--- config.mk ---
export PLATFORM = sky130hd
export DESIGN_NAME = pin_entry_collector
export DESIGN_NICKNAME = d
export VERILOG_FILES = /design/src/rtl/pin_entry_collector.sv
export SDC_FILE = /design/constraint.sdc
export NUM_CORES = 1
export LEC_CHECK = 0
export BUFFER_PORTS_ARGS = -buffer_cell sky130_fd_sc_hd__buf_2
export CAP_MARGIN = 20
export CORE_MARGIN = 1.5
export CORE_UTILIZATION = 30
export CTS_CLUSTER_DIAMETER = 200
export DETAILED_ROUTE_END_ITERATION = 7
export GPL_TIMING_DRIVEN = 0
export PLACE_DENSITY = 0.45
export SLEW_MARGIN = 0
export SYNTH_ARGS = -nofsm -noshare
export SYNTH_HDL_FRONTEND = slang
export SYNTH_SLANG_ARGS = --single-unit
--- constraint.sdc ---
create_clock -name clk -period 4 [get_ports clk]
set_input_delay 0.8 -clock clk [delete_from_list [all_inputs] [get_ports clk]]
set_output_delay 0.8 -clock clk [all_outputs]
set_load 0.05 [all_outputs]
--- src/rtl/pin_entry_collector.sv ---
// ---------------------------------------------------------------------------
// pin_entry_collector
//
// Keypad front end for the parking-gate controller. Collects two decimal
// digits from the debounced keypad into an 8-bit password, and handles
// CLEAR, ENTER, illegal key codes and an inactivity timeout while an entry
// is in progress.
//
// Parameters:
//   TIMEOUT_CYCLES  inactivity limit while collecting (legal 2..65535)
//
// Ports:
//   clk             clock, all state updates on posedge
//   reset           asynchronous active-low reset
//   key_valid       one-cycle key strobe
//   key_code        4'h0-4'h9 digit, 4'hA CLEAR, 4'hB ENTER, others illegal
//   password        last accepted password {first_digit, second_digit}
//   password_valid  one-cycle pulse when password was just updated
//   entry_error     one-cycle pulse on rejected ENTER or illegal code
//   entry_timeout   one-cycle pulse when a partial entry timed out
//   entry_busy      high while an entry is being collected
//   digit_count     digits held in the current entry (0..2)
//
// All outputs are registered.
// ---------------------------------------------------------------------------
module pin_entry_collector #(
  parameter logic [15:0] TIMEOUT_CYCLES = 16'd1000
) (
  input  logic       clk,
  input  logic       reset,
  input  logic       key_valid,
  input  logic [3:0] key_code,
  output logic [7:0] password,
  output logic       password_valid,
  output logic       entry_error,
  output logic       entry_timeout,
  output logic       entry_busy,
  output logic [1:0] digit_count
);

  // One-hot style encoding so that the two unused encodings are detectable
  // and can be steered back to IDLE.
  typedef enum logic [1:0] {
    ST_IDLE    = 2'b01,
    ST_COLLECT = 2'b10
  } state_t;

  // Key classes returned by key_class().
  localparam logic [1:0] KC_DIGIT   = 2'd0;
  localparam logic [1:0] KC_CLEAR   = 2'd1;
  localparam logic [1:0] KC_ENTER   = 2'd2;
  localparam logic [1:0] KC_ILLEGAL = 2'd3;

  // Classify a raw key code.
  function automatic logic [1:0] key_class(input logic [3:0] code);
    logic [1:0] cls;
    case (code)
      4'h0, 4'h1, 4'h2, 4'h3, 4'h4,
      4'h5, 4'h6, 4'h7, 4'h8, 4'h9: cls = KC_DIGIT;
      4'hA:                         cls = KC_CLEAR;
      4'hB:                         cls = KC_ENTER;
      default:                      cls = KC_ILLEGAL;
    endcase
    return cls;
  endfunction

  state_t      state_r;
  logic [7:0]  shift_r;
  logic        overflow_r;
  logic [15:0] idle_cnt_r;

  logic [1:0]  key_class_s;
  logic [15:0] idle_next_s;
  logic        timeout_hit_s;

  // Key decode and inactivity counter look-ahead.
  always_comb begin
    key_class_s   = key_class(key_code);
    idle_next_s   = idle_cnt_r + 16'd1;
    // The counter is cleared on the key edge, so its incremented value is
    // the number of idle edges seen so far; the entry is dropped on the edge
    // where that count reaches TIMEOUT_CYCLES-1.
    timeout_hit_s = (idle_next_s == (TIMEOUT_CYCLES - 16'd1));
  end

  // Entry FSM with registered outputs.
  always_ff @(posedge clk or negedge reset) begin
    if (!reset) begin
      state_r        <= ST_IDLE;
      shift_r        <= 8'h00;
      overflow_r     <= 1'b0;
      idle_cnt_r     <= 16'd0;
      password       <= 8'h00;
      password_valid <= 1'b0;
      entry_error    <= 1'b0;
      entry_timeout  <= 1'b0;
      entry_busy     <= 1'b0;
      digit_count    <= 2'd0;
    end else begin
      // Pulses default low; the branches below raise at most one of them.
      password_valid <= 1'b0;
      entry_error    <= 1'b0;
      entry_timeout  <= 1'b0;

      case (state_r)
        ST_IDLE: begin
          if (key_valid) begin
            case (key_class_s)
              KC_DIGIT: begin
                shift_r     <= {4'h0, key_code};
                overflow_r  <= 1'b0;
                idle_cnt_r  <= 16'd0;
                digit_count <= 2'd1;
                entry_busy  <= 1'b1;
                state_r     <= ST_COLLECT;
              end
              KC_CLEAR: begin
                // Nothing to clear.
                state_r <= ST_IDLE;
              end
              default: begin
                // ENTER with no digits, or an illegal code.
                entry_error <= 1'b1;
                state_r     <= ST_IDLE;
              end
            endcase
          end else begin
            state_r <= ST_IDLE;
          end
        end

        ST_COLLECT: begin
          if (key_valid) begin
            case (key_class_s)
              KC_DIGIT: begin
                idle_cnt_r <= 16'd0;
                if (digit_count == 2'd1) begin
                  shift_r     <= {shift_r[3:0], key_code};
                  digit_count <= 2'd2;
                end else begin
                  // A third digit poisons the entry; the held digits stay.
                  overflow_r  <= 1'b1;
                  digit_count <= 2'd2;
                end
              end
              KC_ENTER: begin
                if ((digit_count == 2'd2) && !overflow_r) begin
                  password       <= shift_r;
                  password_valid <= 1'b1;
                end else begin
                  entry_error <= 1'b1;
                end
                state_r     <= ST_IDLE;
                shift_r     <= 8'h00;
                overflow_r  <= 1'b0;
                idle_cnt_r  <= 16'd0;
                digit_count <= 2'd0;
                entry_busy  <= 1'b0;
              end
              KC_CLEAR: begin
                // Silent discard.
                state_r     <= ST_IDLE;
                shift_r     <= 8'h00;
                overflow_r  <= 1'b0;
                idle_cnt_r  <= 16'd0;
                digit_count <= 2'd0;
                entry_busy  <= 1'b0;
              end
              default: begin
                // Illegal code discards the entry and is reported.
                entry_error <= 1'b1;
                state_r     <= ST_IDLE;
                shift_r     <= 8'h00;
                overflow_r  <= 1'b0;
                idle_cnt_r  <= 16'd0;
                digit_count <= 2'd0;
                entry_busy  <= 1'b0;
              end
            endcase
          end else if (timeout_hit_s) begin
            // A key on this edge would have taken the branch above, so a
            // key always wins over the timeout.
            entry_timeout <= 1'b1;
            state_r       <= ST_IDLE;
            shift_r       <= 8'h00;
            overflow_r    <= 1'b0;
            idle_cnt_r    <= 16'd0;
            digit_count   <= 2'd0;
            entry_busy    <= 1'b0;
          end else begin
            idle_cnt_r <= idle_next_s;
          end
        end

        default: begin
          // Unreachable encoding: recover to IDLE, password untouched.
          state_r     <= ST_IDLE;
          shift_r     <= 8'h00;
          overflow_r  <= 1'b0;
          idle_cnt_r  <= 16'd0;
          digit_count <= 2'd0;
          entry_busy  <= 1'b0;
        end
      endcase
    end
  end

endmodule

==> metrics.txt <==
status=completed; RSZ-0062 raised after global routing=false; Max Clk Rate=slightly above 0.4 GHz; vias in the first global route=approximately 1700; initial antenna violation count=0; Buffers on Ports=19; Crit. End Element=flip-flop; HPWL after DPL=3.49 mm; Mapped Avg Cell Area=between 9 and 10 µm²; H-Tree Depth=2; Post-Syn Area=between 2000 and 2500 µm²; clk slew on worst S/H paths=about 0.090 ns; Boundary Pins=21; area share of the largest cell type after synthesis=a little under half; worst hold path cell count=2; Fillers=~740; Place WS=1.18 ns; Req. time, crit path=between 4 and 5 ns; Worst-Margin Slew=0.929 ns; area delta synth->final=14.4%; R2R Path End=shift_r[0]; Pleak=approximately 1.1 nW; average routed wire per standard cell=13.8 µm; Critical Path Start Type=primary input; Hold WC Path Type=reg2reg; Clock Path Buffers=2; Resize count post-CTS=0; Post-route DRC=0; worst vdd ir=between 150 and 200 µV; Final Cycle Share=62.1%; TritonCTS Buffers=5; DRT Pass-1 Iters=4; sequential share of the synthesized area=~48%; worst skew pair latency=roughly 0.30 ns; hold_sp=password[0]; first-pass GRT wire length=8.42 mm; commonest cells in the netlist=nand2_1, dfrtp_1, o21ai_0; Antenna diodes=0; Setup Buffers After CTS=0; via count=roughly 1800; fin nets=273; clk root buf=clkbuf_8; fin crit period=2.48 ns; core area=just under 7000 µm²; share of cells above drive strength 1=14.1%; synth warn=0; Worst EP arrival=~2.7 ns; Post-Route WL=just under 5 mm; Max Cap Viol=0; total track usage=between 10 and 15%; ys async rst share=100%; Hold Crit Endpoint=password[0]; critical path fanouts, max=10; largest net degree at the start of global routing=42; cell with the most instances after synthesis=nand2_1; Final ANT Viol Nets=0; Slew headroom=around two fifths; gr ovfl total=0; r2r setup slk=between 1.5 and 2 ns; Power Density=around 350 nW/µm²; initial drt markers=between 40 and 50; chip width=around 88 µm; Synth area leaders=dfrtp_1, nand2_1, o21ai_0; syn nets=247; FF+latch count, synth=slightly above 40; Distinct cells, synth=48; endpoints failing setup=0; critical setup path kind=in2reg; leading area contributor after synthesis=dfrtp_1; CTS tree=yes; Final WS setup=around 1.5 ns; Routability Congestion=~0.80; Total Power=roughly 0.87 mW; final slew viol count=0; Reg2Reg Depth=7; die area=7670 µm²; Layout Skew=~0.0080 ns; Post-synth EDFFs=0; Top FF cell, synth=dfrtp_1; r2r startpoint=idle_cnt_r[1]; Initial Util=between 30% and 40%; # rows=30; via/cell ratio=about 4.9; Post-Syn Instances=roughly 240; final hold vios=0; cts hold-fix bufs=0; final setup TNS=0 ns; Num Clock Sinks=roughly 40; Die H=87.6 µm
## placed cells by master (no fill, tap or decap), types with 6 or more instances in the layout
cell type,instances
nand2_1,41
a21oi_1,7
nor3_1,7
buf_2,20
nor2_1,13
nor2b_1,6
inv_1,10
nand3_1,9
o21ai_0,23
nand4_1,7
dfrtp_1,40
clkbuf_1,8
## report_power, final
| part | leakage, nW | internal (mW) | switching, mW | total (mW) |
|---|---|---|---|---|
| clock network | 0.0452 | 0.127 | 0.166 | 0.294 |
| registers | 0.562 | 0.431 | 0.0138 | 0.445 |
| logic | 0.515 | 0.0393 | 0.0885 | 0.128 |
| total | 1.12 | 0.598 | 0.268 | 0.866 |
## routing by layer
metal | up-vias | GRT usage [%] | part of all wire, %
li1 | 896 | - | -
met1 | 849 | 19.8 | 51
met2 | 21 | 22.4 | 45
met3 | 2 | 2.54 | 2.4
met4 | 0 | 4.33 | 0.83
met5 | - | 0 | 0
## final cells by class
type,count,area [µm²],area share (%)
clock buffers,5,68.8,2.80
well taps,96,120,4.90
multi-input cells,175,1030,42.1
plain buffers,10,46.3,1.89
repair buffers,19,95.1,3.88
flip-flops and latches,41,1030,41.9
clock inverters,3,25.0,1.02
inverters,10,37.5,1.53
## worst max-delay path, cell delays in order
cell	delay [ns]
buf_2	0.12
o21ai_1	0.37
nand2_1	0.17
and2_1	0.23
clkbuf_1	0.26
nor2_1	0.43
nand4_1	0.14
o21ai_0	0.17
## flip-flops by register name (all words and copies together) (netlist names)
name / count
digit_count: 2
overflow_r: 1
state_r: 2
shift_r: 8
entry_busy: 1
entry_timeout: 1
idle_cnt_r: 16
password: 8
entry_error: 1
password_valid: 1
## kinds of logic after synthesis
| family | count (synthesis) | synth area share [%] |
|---|---|---|
| adders and majority gates | 4 | 2.33 |
| and+or+nand+nor | 109 | 26.5 |
| muxes | 5 | 2.63 |
| buffers and inverters | 20 | 3.91 |
| xor gates and xnor gates | 2 | 0.817 |
| AOI/OAI and AO/OA | 55 | 15.9 |
| DFF | 41 | 47.9 |
## how the worst max path moves through the flow
stage	start	end	slack (ns)	depth (start not counted)
after global placement	key_code[1]	idle_cnt_r[14]	1.17	8
after detailed placement	key_code[1]	idle_cnt_r[14]	1.18	8
after floorplan	idle_cnt_r[1]	shift_r[1]	1.83	8
after CTS	key_code[1]	idle_cnt_r[13]	1.48	8
after global routing	key_code[1]	idle_cnt_r[13]	1.25	8
final	key_code[1]	idle_cnt_r[14]	1.52	8
## through the flow
| stage | cells | hold WS, ns | util (%) | instance area, µm² |
|---|---|---|---|---|
| floorplan | 236 | 0.439 | - | 2140 |
| global placement | 351 | 0.455 | 34.4 | 2360 |
| detailed placement | 351 | 0.459 | 34.4 | 2360 |
| CTS | 359 | 0.483 | 35.7 | 2450 |
| global route | 359 | 0.509 | 35.7 | 2450 |
| finish | 359 | 0.474 | 35.7 | 2450 |
Note: power is estimated with default switching activity, not from simulation.
